**config.mk**
```make
export PLATFORM = sky130hd
export DESIGN_NAME = can_tx_bitstuffer
export DESIGN_NICKNAME = d
export VERILOG_FILES = /design/src/rtl/can_tx_bitstuffer.sv
export SDC_FILE = /design/constraint.sdc
export NUM_CORES = 1
export LEC_CHECK = 0
export CAP_MARGIN = 20
export CORE_AREA = 4 4 41 43
export CTS_CLUSTER_DIAMETER = 200
export DETAILED_ROUTE_END_ITERATION = 6
export DIE_AREA = 0 0 45 47
export DONT_BUFFER_PORTS = 1
export PLACE_DENSITY = 0.58
export SYNTH_ARGS = -nofsm -noshare
export SYNTH_HDL_FRONTEND = slang
export SYNTH_SLANG_ARGS = --single-unit
export TNS_END_PERCENT = 30
```
**constraint.sdc**
```tcl
create_clock -name clock -period 4.09 [get_ports clock]
set_clock_uncertainty 0.1 [all_clocks]
set_input_delay 0.409 -clock clock [delete_from_list [all_inputs] [get_ports clock]]
set_output_delay 0.409 -clock clock [all_outputs]
set_load 0.02 [all_outputs]
```
**src/rtl/can_tx_bitstuffer.sv**
```systemverilog
// can_tx_bitstuffer
// Transmit-side bit stuffer for the CAN core. It takes one frame bit per bit
// time from the TX shift logic and drives the registered CAN TX line. While
// stuff_en is high, a complementary stuff bit is inserted after STUFF_LEN
// consecutive equal bits. Everything advances only on a bit tick qualified by
// Prescale_EN.
//
// Optional build macro: CAN_TX_STUFF_ERR_INJ_EN
//   When defined, adds input inject_stuff_err. A stuff bit sent while this
//   input is high is driven with the wrong polarity, which forces a stuff
//   error at the far-end receiver.
module can_tx_bitstuffer #(
    parameter int STUFF_LEN = 5,
    parameter int CNT_W     = 3
) (
    input  logic             clock,
    input  logic             reset,
    input  logic             Prescale_EN,
    input  logic             bit_tick,
    input  logic             stuff_en,
    input  logic             data_in,
    input  logic             data_valid,
`ifdef CAN_TX_STUFF_ERR_INJ_EN
    input  logic             inject_stuff_err,
`endif
    output logic             data_ready,
    output logic             tx,
    output logic             stuff_sent,
    output logic             underrun,
    output logic [CNT_W-1:0] run_cnt
);

    localparam logic [CNT_W-1:0] STUFF_LEN_C = CNT_W'(STUFF_LEN);
    localparam logic [CNT_W:0]   STUFF_LEN_W = (CNT_W + 1)'(STUFF_LEN);
    localparam logic [CNT_W-1:0] CNT_ONE_C   = CNT_W'(1);
    localparam logic [CNT_W-1:0] CNT_ZERO_C  = CNT_W'(0);

    typedef enum logic [1:0] {
        ST_IDLE  = 2'd0,
        ST_DATA  = 2'd1,
        ST_STUFF = 2'd2
    } state_t;

    state_t           state_r;
    state_t           state_nxt_s;
    logic             tx_r;
    logic             tx_nxt_s;
    logic             stuff_sent_r;
    logic             stuff_sent_nxt_s;
    logic             underrun_r;
    logic             underrun_nxt_s;
    logic [CNT_W-1:0] run_cnt_r;
    logic [CNT_W-1:0] run_cnt_nxt_s;
    logic             last_bit_r;
    logic             last_bit_nxt_s;

    logic             tick_s;
    logic             consume_s;
    logic             stuff_pending_s;
    logic             inject_s;
    logic             same_bit_s;
    logic [CNT_W:0]   cnt_inc_s;
    logic [CNT_W-1:0] run_next_s;
    logic             run_hit_s;

    assign tick_s          = Prescale_EN && bit_tick;
    assign consume_s       = data_ready && data_valid;
    assign stuff_pending_s = (state_r == ST_STUFF);

`ifdef CAN_TX_STUFF_ERR_INJ_EN
    assign inject_s = inject_stuff_err;
`else
    assign inject_s = 1'b0;
`endif

    // Run length after the incoming bit: extend or restart, saturating at STUFF_LEN.
    assign same_bit_s = (data_in == last_bit_r);
    assign cnt_inc_s  = {1'b0, run_cnt_r} + {{CNT_W{1'b0}}, 1'b1};

    // Next run count for a stuffed data bit, never above STUFF_LEN.
    always_comb begin
        run_next_s = CNT_ONE_C;
        if (same_bit_s) begin
            if (cnt_inc_s >= STUFF_LEN_W) begin
                run_next_s = STUFF_LEN_C;
            end else begin
                run_next_s = cnt_inc_s[CNT_W-1:0];
            end
        end else begin
            run_next_s = CNT_ONE_C;
        end
    end

    // A stuff bit is owed only when the run newly reaches STUFF_LEN; a run
    // already saturated (after an injected error) must break first.
    assign run_hit_s = stuff_en && (run_next_s == STUFF_LEN_C) &&
                       ((run_cnt_r != STUFF_LEN_C) || !same_bit_s);

    // Upstream handshake: ready only on a tick and never while a stuff bit is owed.
    always_comb begin
        data_ready = 1'b0;
        case (state_r)
            ST_IDLE:  data_ready = tick_s;
            ST_DATA:  data_ready = tick_s && !stuff_pending_s;
            ST_STUFF: data_ready = 1'b0;
            default:  data_ready = 1'b0;
        endcase
    end

    // FSM state register.
    always_ff @(posedge clock or posedge reset) begin
        if (reset) begin
            state_r <= ST_IDLE;
        end else begin
            state_r <= state_nxt_s;
        end
    end

    // FSM next state: consume moves to DATA or STUFF, a starved tick drops to IDLE.
    always_comb begin
        state_nxt_s = state_r;
        case (state_r)
            ST_IDLE: begin
                if (consume_s) begin
                    state_nxt_s = run_hit_s ? ST_STUFF : ST_DATA;
                end else begin
                    state_nxt_s = ST_IDLE;
                end
            end
            ST_DATA: begin
                if (consume_s) begin
                    state_nxt_s = run_hit_s ? ST_STUFF : ST_DATA;
                end else if (tick_s) begin
                    state_nxt_s = ST_IDLE;
                end else begin
                    state_nxt_s = ST_DATA;
                end
            end
            ST_STUFF: begin
                if (tick_s) begin
                    state_nxt_s = ST_DATA;
                end else begin
                    state_nxt_s = ST_STUFF;
                end
            end
            default: state_nxt_s = ST_IDLE;
        endcase
    end

    // FSM outputs: next values of the TX line, run tracking and status flags.
    always_comb begin
        tx_nxt_s         = tx_r;
        run_cnt_nxt_s    = run_cnt_r;
        last_bit_nxt_s   = last_bit_r;
        stuff_sent_nxt_s = 1'b0;
        underrun_nxt_s   = underrun_r;
        case (state_r)
            ST_IDLE, ST_DATA: begin
                if (consume_s) begin
                    tx_nxt_s       = data_in;
                    last_bit_nxt_s = data_in;
                    if (stuff_en) begin
                        run_cnt_nxt_s = run_next_s;
                    end else begin
                        run_cnt_nxt_s = CNT_ZERO_C;
                    end
                end else if (tick_s && (state_r == ST_DATA)) begin
                    tx_nxt_s       = 1'b1;
                    underrun_nxt_s = 1'b1;
                    run_cnt_nxt_s  = CNT_ZERO_C;
                end else begin
                    tx_nxt_s = tx_r;
                end
            end
            ST_STUFF: begin
                if (tick_s) begin
                    stuff_sent_nxt_s = 1'b1;
                    if (inject_s) begin
                        tx_nxt_s      = last_bit_r;
                        run_cnt_nxt_s = STUFF_LEN_C;
                    end else begin
                        tx_nxt_s       = ~last_bit_r;
                        last_bit_nxt_s = ~last_bit_r;
                        run_cnt_nxt_s  = CNT_ONE_C;
                    end
                end else begin
                    tx_nxt_s = tx_r;
                end
            end
            default: begin
                tx_nxt_s      = 1'b1;
                run_cnt_nxt_s = CNT_ZERO_C;
            end
        endcase
    end

    // Datapath registers; reset drives the line recessive and drops any owed stuff bit.
    always_ff @(posedge clock or posedge reset) begin
        if (reset) begin
            tx_r         <= 1'b1;
            stuff_sent_r <= 1'b0;
            underrun_r   <= 1'b0;
            run_cnt_r    <= CNT_ZERO_C;
            last_bit_r   <= 1'b1;
        end else begin
            tx_r         <= tx_nxt_s;
            stuff_sent_r <= stuff_sent_nxt_s;
            underrun_r   <= underrun_nxt_s;
            run_cnt_r    <= run_cnt_nxt_s;
            last_bit_r   <= last_bit_nxt_s;
        end
    end

    assign tx         = tx_r;
    assign stuff_sent = stuff_sent_r;
    assign underrun   = underrun_r;
    assign run_cnt    = run_cnt_r;

endmodule

```
# Word level (Yosys, flattened, before mapping)
# Cells that the tools add are included.
# word_totals
in_bits	7
n_memories	0
romBits	0
output_inout_bits	7
regBits	9
ram_bits	0
wordCells	55
latch_bits	0
# classes
magnitude_cmp	1
div	0
eq_ne	8
mux	22
shifts	0
reduce_logical	15
n_addsub	1
n_bitwise	2
multipliers	0
# ops
op	count
$mux W3	6
$mux W2	4
$mux W1	7
$logic_and A1 B1 Y1	6
$ne A3 B3 Y1 const B	2
$pmux W1 S2	3
$pmux W2 S3	1
$pmux W3 S2	1
$reduce_and A3 Y1	2
$add A3 B1 Y4 const B	1
$ge A4 B3 Y1 const B	1
$ne A2 B2 Y1 const B	2
$eq A3 B3 Y1 const B	1
$eq A2 B1 Y1 const B	1
$eq A2 B2 Y1 const B	1
$logic_not A1 Y1	2
$logic_not A2 Y1	1
$not A1 Y1	2
$reduce_and A2 Y1	1
$reduce_bool A2 Y1	1
$reduce_or A2 Y1	1
$eq A1 B1 Y1	1
$logic_or A1 B1 Y1	1

# Depth between registers and ports, before layout
# Gate-level depths: netlist (run 1).
# logic_depth
depth_word	10
depth_mapped	5
ltp_nobuf	5

# Least setup slack after synthesis (run 1)
# Ideal clock, no wire load.
# synth_path
path_type	reg-to-reg
start	register run_cnt_r[0] (netlist: run_cnt[0])
end	register state_r[1]
arrival_ns	1.448
stages_incl_launch_ff	6
period_less_slack_ns	1.615
path_buffers	0
t_required_ns	3.923
setup_time_ns	0.067
path_slack_ns	2.475
cell_sequence	dfrtp_1 > inv_1 > ha_1 > a21boi_0 > o31ai_1 > a32o_1
# synth_via
elab_chain_len	10
elab_cells_between_ends	13
classes_between	1 x add/sub; 1 x order compare; 2 x eq/ne; 6 x mux; 3 x reduce/logical
# synth_rtl
element	line	text
from (decl)	52	logic [CNT_W-1:0] run_cnt_r;
from (signal assigned)	209	run_cnt_r <= run_cnt_nxt_s;
$add A3 B1 Y4	78	assign cnt_inc_s = {1'b0, run_cnt_r} + {{CNT_W{1'b0}}, 1'b1};
$ge A4 B3 Y1	84	if (cnt_inc_s >= STUFF_LEN_W) begin
$mux W3	84	
$mux W3	83	if (same_bit_s) begin
$eq A3 B3 Y1	96	assign run_hit_s = stuff_en && (run_next_s == STUFF_LEN_C) &&
$logic_and A1 B1 Y1	96	
$logic_and A1 B1 Y1 (*)	96	
$mux W2 (*)	125, 132	
$mux W2, on equally long branches	131, 124	
$pmux W2 S3 (*)	122	case (state_r)
net state_nxt_s[1]	45	state_t state_nxt_s;
to (signal assigned)	115	state_r <= state_nxt_s;
to (decl)	44	state_t state_r;
# Mark *: on every way through the listed nets, which the timed path passes. The rest lies on a longest branch.
# A chain may end at the register's enable or synchronous reset.

# Worst setup path in the final report (run 1)
# Same ends and word-level chain as after synthesis.

==> flow_metrics.py, run 1 <==
metrics = {
    "status": {
        "status": "finished clean",
    },
    "logic_synthesis": {
        "synth-async-reset-ratio_pct": 100.0,
        "seq_area_frac_synth_pct": 38.32,
        "synth-simple-area-share_pct": 15.79,
        "netlist_top_cells_count": "7 x dfrtp_1, 6 x inv_1, 4 x nor2_1",
        "postSynthNetCount": 72,
        "synth_compound_area_share_pct": 31.79,
        "yosys.cell_count.top_type": "dfrtp_1",
        "yosys_warnings": 0,
        "synthXorXnorAreaFrac_pct": 1.474,
        "synthAdderAreaFrac_pct": 6.316,
        "synth_area_um2": 594.3,
        "ys.flop_type": "dfrtp_1",
        "synth-edff-count": 0,
        "synth.ff_latch_count": 9,
        "synth.distinct_cells": 35,
        "synth_top_family_by_area": "compound AO/OA/AOI/OAI gates",
        "syn_avg_cell_area_um2": 9.586,
        "synth_area_leaders": "dfrtp_1 29%, dfstp_2 8.8%, ha_1 6.3%",
        "muxShareOfSynthArea_pct": 0,
        "synth_top_area_cell": "dfrtp_1",
        "netlist_instances": 62,
        "synth_top_area_share_pct": 29.47,
    },
    "drt": {
        "first_iter_violations": 18,
        "num_vias": 506,
        "detail-route-antenna-nets": 0,
        "drc": 0,
        "finalWirelength_mm": 1.244,
        "wl_per_cell_um": 15.75,
        "dr.pass1.iters": 4,
        "routed_via_density": 6.405,
    },
    "global_routing": {
        "grt_pass1_vias": 426,
        "grt_overflow_total": 0,
        "antenna_found_initial": 0,
        "grt_util_all_layers_pct": 13.06,
        "grt_pass1_wl_mm": 1.911,
        "grt_max_degree": 16,
    },
    "setup_path": {
        "slowest_delay_ns": 0.56,
        "arrival_ns": 1.86,
        "r2r_cells": 5,
        "r2r_start": "run_cnt[0]",
        "worstPathRequired_ns": 4.19,
        "crit_chain": "inv_1 -> ha_1 -> a21boi_0 -> o31ai_1 -> a32o_1",
        "crit_type": "reg -> reg",
        "critPathBufInv": 1,
        "critPathCaptureType": "flip-flop",
        "rrSetupSlack_ns": 2.33,
        "start_kind": "flip-flop",
        "cp_slowest_cell": "dfrtp_1",
        "cpLargestDelayFamily": "compound AO/OA/AOI/OAI gates",
        "r2r-end": "state_r[1]",
        "crit_fanout": 7,
    },
    "min_path": {
        "min_to": "underrun",
        "whs_path_depth": 1,
        "hold_class": "in -> reg",
        "hp-start": "data_valid",
    },
    "timing": {
        "max_freq_ghz": 0.5693,
        "tns_ns": 0,
        "finalSetupViolations": 0,
        "worst_pin_slew_ns": 0.4180,
        "relSlewSlack_pct": 72.13,
        "hold_viol": 0,
        "rsz0062_at_grt": "false",
        "finalCriticalPeriod_ns": 1.756,
        "maxSlewViolCount": 0,
        "finalCritPeriodShare_pct": 42.94,
    },
    "floorplanning": {
        "initial_core_util_pct": 45.67,
        "die_y_um": 47,
        "fp.coreArea_um2": 1301,
        "die_width_um": 45,
        "std_cell_rows": 13,
        "die-area_um2": 2115,
        "pin_count": 14,
    },
    "power_and_ir_drop": {
        "powerDensity_nw_per_um2": 370.6,
        "max-vdd-ir-drop_uv": 217.9,
        "cellLeakagePower_uw": 0.0002824,
    },
    "clock_tree": {
        "worstSkewPairLatency_ns": 0.26,
        "clock-root-buffer": "clkbuf_4",
        "htreeDepth": 1,
        "path_clk_slew_ns": 0.07,
        "cts_setup_buffers": 0,
        "cts_buffers": 3,
        "clock_sinks": 9,
        "cts_buffer_depth": 2,
        "cts_tree": "built",
    },
    "placement": {
        "dp_hpwl_um": 905.2,
        "portBuffers": 0,
        "gp_routability_congestion": 0.7628,
        "placed_area_um2": 598.1,
    },
    "layout": {
        "syn2layout_area_growth_pct": 6.737,
        "nets": 75,
        "final_layout_size_suffix_gt1_share_pct": 12.50,
        "design_area_um2": 634.4,
        "antennaDiodeCount": 0,
    },
    "flow_run": {
        "drv_cap": 0,
    },
}
cells by family (layout without fill, tap and decap cells):
kind of cell / after synthesis / after routing
xor+xnor: 1 / 1
fa+ha+maj: 3 / 3
simple gates: 16 / 16
compound gates: 24 / 24
flops: 9 / 9
buf+inv: 9 / 11
metrics by stage:
step                      power [µW]  setup slack (ns)  hold slack, ns  util (%)  cells
after global placement         164.6             2.383          0.1880     45.96     74
after detailed placement       165.5             2.344          0.1900     45.96     74
after floorplan                155.9             2.475          0.1355         -     62
after global routing           250.1             2.256          0.1367     48.75     79
final                          235.1             2.334          0.1430     48.75     79
after CTS                      236.3             2.326          0.1376     48.75     79
how the worst max path moves through the flow:
stage                          start    endpoint  cells past startpoint
after floorplan           run_cnt[0]  state_r[1]                      5
after global placement    run_cnt[0]  state_r[1]                      5
after detailed placement  run_cnt[0]  state_r[1]                      5
after CTS                 run_cnt[0]  state_r[1]                      5
after global routing      run_cnt[0]  state_r[0]                      5
final                     run_cnt[0]  state_r[1]                      5
routing by layer:
layer / track usage [%] / vias up / routed length (µm)
li1: - / 243 / -
met1: 16.28 / 240 / 584
met2: 19.21 / 19 / 527
met3: 4.215 / 4 / 98
met4: 8.772 / 0 / 34
met5: 0 / - / 0
registers in the layout (all words and copies together), names as in the netlist:
name	cells
underrun	1
stuff_sent	1
tx	1
state_r	2
run_cnt	3
last_bit_r	1
final cells by class:
cell class / instances / area [µm²]
Fill cell: 125 / 666.9
Multi-Input combinational cell: 44 / 329.1
Sequential cell: 9 / 227.7
Clock buffer: 4 / 26.28
Inverter: 6 / 22.52
Tap cell: 15 / 18.77
Timing Repair Buffer: 1 / 10.01
report_power, final:
| group | total [µW] | internal (µW) | switching [µW] | leakage (µW) |
|---|---|---|---|---|
| combinational | 46.4 | 22.1 | 24.3 | 0.000159 |
| sequential | 118 | 99.0 | 19.0 | 0.000109 |
| clock | 70.7 | 37.7 | 33.1 | 0.0000150 |
| total | 235 | 159 | 76.4 | 0.000282 |
repair_timing:
item | in CTS | in global routing
hold buffers | 1 | 0
gates resized for setup | 0 | 0
endpoints found under the hold margin | 7 | 0
cells in the final DEF, fill, tap and decap left out, drive strengths merged, types with 2 or more instances in the layout:
master  count
dfrtp       7
inv         6
nor2        4
clkbuf      4
ha          3
nand2       3
a21o        2
nand4b      2
a21oi       2
a32o        2
o31ai       2
o21ai       2
a31oi       2
nor2b       2
dfstp       2
worst register-to-register path, stage by stage (launching register included):
cell and delay [ns]:
dfrtp_1 0.56, inv_1 0.11, ha_1 0.31, a21boi_0 0.13, o31ai_1 0.28, a32o_1 0.21
Note: power is estimated with default switching activity, not from simulation.
==> run 2: changes to the inputs <==
==> constraint.sdc (replaced) <==
create_clock -name clock -period 1.8 [get_ports clock]
set_clock_uncertainty 0.1 [all_clocks]
set_input_delay 0.18 -clock clock [delete_from_list [all_inputs] [get_ports clock]]
set_output_delay 0.18 -clock clock [all_outputs]
set_load 0.02 [all_outputs]
==> run 2 against run 1 <==
  * Critical path depth is the same
  * Clock-buffer cell count is the same
  * Clock power rose by 130%
  * Largest power group unchanged
  * Die area unchanged
  * Non-clock buffer count grew 4
  * Via count shrank 0.59%
  * Worst hold slack got worse by 0.12 ns
  * Utilization grew 3.1 points
  * Highest routed layer unchanged
  * Flip-flop and latch count unchanged
==> flow_metrics.py, run 2 (same netlist as run 1, synthesis figures left out) <==
metrics = {
    "setup_path": {
        "r2r_start": "run_cnt[0]",
        "r2r_cells": 5,
        "crit_fanout": 7,
        "crit_end": "state_r[1]",
        "arrival_ns": 1.70,
        "critPathBufInv": 1,
        "slowest_delay_ns": 0.47,
        "start_kind": "flip-flop",
        "cpLargestDelayFamily": "compound AO/OA/AOI/OAI gates",
        "path_depth": 5,
        "critPathCaptureType": "flip-flop",
        "worstPathRequired_ns": 1.86,
        "crit_type": "reg -> reg",
        "r2r-end": "state_r[1]",
        "crit_chain": "inv_1 -> ha_1 -> a21boi_0 -> o31ai_2 -> a32o_1",
        "startpoint": "run_cnt[0]",
        "cp_slowest_cell": "dfrtp_1",
        "rrSetupSlack_ns": 0.16,
    },
    "layout": {
        "syn2layout_area_growth_pct": 13.47,
        "largest_register_ffs": 3,
        "final.fill_count": 116,
        "nets": 79,
        "layout_common_cells": "7 x dfrtp_1, 6 x inv_1, 4 x nor2_1",
        "final_util_pct": 51.83,
        "ff_latch_area_um2": 227.7,
        "final_layout_size_suffix_gt1_share_pct": 16.18,
        "layout_commonest_cell": "dfrtp_1",
        "antennaDiodeCount": 0,
        "multi_input_area_um2": 334.1,
    },
    "global_routing": {
        "antenna_found_initial": 0,
        "grt_max_degree": 16,
        "grt_pass1_vias": 463,
        "grt_util_all_layers_pct": 15.07,
        "grt_overflow_total": 0,
        "grt_pass1_wl_mm": 2.235,
    },
    "drt": {
        "wl_per_cell_um": 15.63,
        "finalWirelength_mm": 1.297,
        "dr.pass1.iters": 4,
        "detail-route-antenna-nets": 0,
        "first_iter_violations": 16,
        "drc": 0,
        "routed_via_density": 6.060,
        "num_vias": 503,
    },
    "power_and_ir_drop": {
        "max-vdd-ir-drop_uv": 389.2,
        "cellLeakagePower_uw": 0.0003033,
        "powerDensity_nw_per_um2": 825.3,
    },
    "placement": {
        "gp_routability_congestion": 0.8205,
        "dp_hpwl_um": 935.4,
        "portBuffers": 0,
    },
    "min_path": {
        "hold_class": "in -> reg",
        "whs_path_depth": 2,
    },
    "clock_tree": {
        "cts_buffer_depth": 2,
        "worstSkewPairLatency_ns": 0.26,
        "cts_tree": "built",
        "path_clk_slew_ns": 0.06,
        "clock-root-buffer": "clkbuf_4",
        "cts_buffers": 3,
        "htreeDepth": 1,
        "clock_sinks": 9,
        "cts_setup_buffers": 0,
    },
    "timing": {
        "worst_pin_slew_ns": 0.4337,
        "relSlewSlack_pct": 71.09,
        "rsz0062_at_grt": "false",
        "max_freq_ghz": 0.6084,
        "hold_viol": 0,
        "maxSlewViolCount": 0,
        "finalCritPeriodShare_pct": 91.31,
        "tns_ns": 0,
        "finalCriticalPeriod_ns": 1.644,
        "finalSetupViolations": 0,
    },
    "floorplanning": {
        "initial_core_util_pct": 45.67,
        "std_cell_rows": 13,
        "pin_count": 14,
        "die_y_um": 47,
        "die-area_um2": 2115,
        "fp.coreArea_um2": 1301,
        "die_width_um": 45,
    },
    "flow_run": {
        "drv_cap": 0,
    },
    "status": {
        "status": "finished clean",
    },
}
==> run 2: how the worst min path moves through the flow <==
stage / startpoint / to
after global routing: bit_tick / stuff_sent
after CTS: data_in / last_bit_r
final: data_in / last_bit_r
after global placement: reset / stuff_sent
after detailed placement: reset / stuff_sent
after floorplan: reset / run_cnt[0]
==> run 2: area by class of cell <==
class,instances,area share [%]
inverters,6,3.340
repair buffers,5,6.679
flip-flops and latches,9,33.77
clock buffers,4,3.896
well taps,15,2.783
multi-input cells,44,49.54
==> run 2: repair_timing <==
item                                    4_1_cts  5_1_grt
hold endpoints to repair                     12        0
gates resized for setup                       0        1
endpoints found under the setup margin        0        1
hold buffers                                  3        0
==> run 2: power by group <==
part / total [µW] / leakage (µW) / internal [µW] / switching [µW]
clock network: 160 / 0.0000150 / 85.7 / 74.8
logic: 139 / 0.000180 / 64.6 / 73.9
registers: 258 / 0.000109 / 225 / 32.4
total: 557 / 0.000303 / 375 / 181
==> run 2: per-stage QoR <==
step,instance area [µm²],power (µW),setup slack (ns),instances,hold WS (ns)
global placement,613.1,385.4,0.2424,76,-0.04190
detailed placement,613.1,389.4,0.1542,76,-0.04602
CTS,669.4,555.9,0.1483,83,0.02043
finish,674.4,556.6,0.1563,83,0.02666
floorplan,594.3,354.3,0.1847,62,-0.09351
global route,674.4,596.7,0.03019,83,0.02718
==> run 2: per-layer routing <==
layer  share of wire [%]  track usage (%)  up-vias
met5                   0                0        -
met1                  46            18.69      240
met4                0.77            5.263        0
met2                  47            23.16       15
li1                    -                -      246
met3                 5.7            6.897        2
==> run 3: changes to the inputs <==
--- a/config.mk
+++ b/config.mk
@@ -11,6 +11,7 @@
 export DETAILED_ROUTE_END_ITERATION = 6
 export DIE_AREA = 0 0 45 47
 export DONT_BUFFER_PORTS = 1
+export GPL_ROUTABILITY_DRIVEN = 0
 export PLACE_DENSITY = 0.58
 export SYNTH_ARGS = -nofsm -noshare
 export SYNTH_HDL_FRONTEND = slang
==> constraint.sdc (replaced) <==
create_clock -name clock -period 1.8 [get_ports clock]
set_clock_uncertainty 0.1 [all_clocks]
set_input_delay 0.54 -clock clock [delete_from_list [all_inputs] [get_ports clock]]
set_output_delay 0.54 -clock clock [all_outputs]
set_load 0.02 [all_outputs]
==> run 3 against run 2 <==
  * Final cell count down 1.2%
  * Total power down 4.0%
  * Flip-flop and latch count unchanged
  * Die area unchanged
  * First-iteration DRC count down 88%
  * Non-clock buffer count down 1
  * Wire length down 5.6%
  * Critical endpoint is now data_ready
  * Largest power group unchanged
==> flow_metrics.py, run 3 (same netlist as run 1, synthesis figures left out) <==
metrics = {
    "layout": {
        "syn2layout_area_growth_pct": 10.32,
        "final_layout_size_suffix_gt1_share_pct": 19.40,
        "layout_common_cells": "6 x inv_1, 6 x dfrtp_1, 4 x nor2_1, 4 x buf_4",
        "antennaDiodeCount": 0,
        "design_area_um2": 655.6,
        "final.fill_count": 132,
        "nets": 78,
        "largest_register_ffs": 3,
    },
    "drt": {
        "routed_via_density": 5.793,
        "first_iter_violations": 2,
        "detail-route-antenna-nets": 0,
        "num_vias": 475,
        "wl_per_cell_um": 14.93,
        "drc": 0,
        "dr.pass1.iters": 3,
        "finalWirelength_mm": 1.224,
    },
    "placement": {
        "placed_area_um2": 628.1,
        "dpl_worst_slack_ns": 0.1882,
        "portBuffers": 0,
        "dp_hpwl_um": 936.1,
    },
    "timing": {
        "max_freq_ghz": 0.5975,
        "holdWs_ns": 0.02748,
        "fin_ws_ns": 0.1263,
        "worst_pin_slew_ns": 0.4123,
        "maxSlewViolCount": 0,
        "hold_viol": 0,
        "finalCritPeriodShare_pct": 92.98,
        "tns_ns": 0,
        "finalCriticalPeriod_ns": 1.674,
        "relSlewSlack_pct": 72.51,
        "finalSetupViolations": 0,
        "rsz0062_at_grt": "false",
    },
    "status": {
        "status": "finished clean",
    },
    "clock_tree": {
        "clock_sinks": 9,
        "cts_tree": "built",
        "cts_buffer_depth": 2,
        "worstSkewPairLatency_ns": 0.25,
        "cts_setup_buffers": 0,
        "clock-root-buffer": "clkbuf_4",
        "path_clk_slew_ns": 0.06,
        "cts_buffers": 3,
        "htreeDepth": 1,
        "ctsHoldBuffers": 0,
    },
    "setup_path": {
        "critPathCaptureType": "output port",
        "arrival_ns": 1.03,
        "crit_fanout": 15,
        "worstPathRequired_ns": 1.16,
        "start_kind": "flip-flop",
        "crit_type": "reg -> out",
    },
    "power_and_ir_drop": {
        "p_int_uw": 370.6,
        "cellLeakagePower_uw": 0.0002964,
        "swShare_pct": 30.62,
        "max-vdd-ir-drop_uv": 562.0,
        "switchingPower_uw": 163.5,
        "powerDensity_nw_per_um2": 814.6,
        "p_seq_share_pct": 48.0,
        "comb_power_share_pct": 23.9,
        "p_clk_share_pct": 28.2,
    },
    "flow_run": {
        "drv_cap": 0,
    },
    "global_routing": {
        "grt_overflow_total": 0,
        "grt_util_all_layers_pct": 14.07,
        "antenna_found_initial": 0,
        "grt_pass1_vias": 457,
        "grt_pass1_wl_mm": 2.063,
        "grt_max_degree": 16,
    },
    "min_path": {
        "hold_class": "in -> async",
    },
    "floorplanning": {
        "die-area_um2": 2115,
        "pin_count": 14,
        "initial_core_util_pct": 45.67,
        "die_width_um": 45,
        "die_y_um": 47,
        "std_cell_rows": 13,
        "fp.coreArea_um2": 1301,
    },
}
==> run 3: per-stage QoR <==
step	utilization (%)	std cells	power, µW
2_1_floorplan	-	62	354.3
3_3_place_gp	48.27	78	388.3
3_5_place_dp	48.27	78	389.6
4_1_cts	50.29	82	545.3
5_1_grt	50.38	82	574.7
6_report	50.38	82	534.1
==> run 3: worst max-delay path, cell delays in order, from the launching register on <==
cell     delay [ns]
dfrtp_2        0.50
nor2_1         0.13
buf_4          0.15
==> run 3: final cells by class <==
| cell class | instances | area [µm²] | share of cell area, % |
|---|---|---|---|
| timing repair buffer | 4 | 30.03 | 4.580 |
| tap | 15 | 18.77 | 2.863 |
| inverter | 6 | 22.52 | 3.435 |
| multi-input combinational | 44 | 329.1 | 50.19 |
| clock buffer | 4 | 26.28 | 4.008 |
| sequential | 9 | 229.0 | 34.92 |
==> run 3: power by group through the flow <==
stage	Combinational [µW]	Sequential, µW	Clock, µW
floorplan	95.9	258	0
finish	127	256	151
global placement	130	258	0
CTS	131	256	159
global route	144	260	171
detailed placement	130	260	0
==> run 3: final timing paths <==
check | startpoint | depth (start not counted) | to | slack (ns)
min | reset | 1 | stuff_sent | 0.03
min reg2reg | tx | 2 | tx | 0.41
max | state_r[1] | 2 | data_ready | 0.13
max reg2reg | run_cnt[0] | 5 | state_r[1] | 0.19
min in group clock | data_valid | 1 | underrun | 0.28
max in group asynchronous | reset | 1 | last_bit_r | 1.27
==> run 3: metal layers <==
| metal | track usage, % | vias up | wire length (µm) |
|---|---|---|---|
| li1 | - | 245 | - |
| met1 | 18.29 | 218 | 597 |
| met2 | 20.62 | 10 | 567 |
| met3 | 7.280 | 2 | 50 |
| met4 | 3.509 | 0 | 8 |
| met5 | 0 | - | 0 |
==> run 3: timing repair <==
| item | in CTS | in global routing |
|---|---|---|
| endpoints found under the setup margin | 0 | 1 |
| resized for setup | 0 | 1 |
| endpoints found under the hold margin | 0 | 0 |
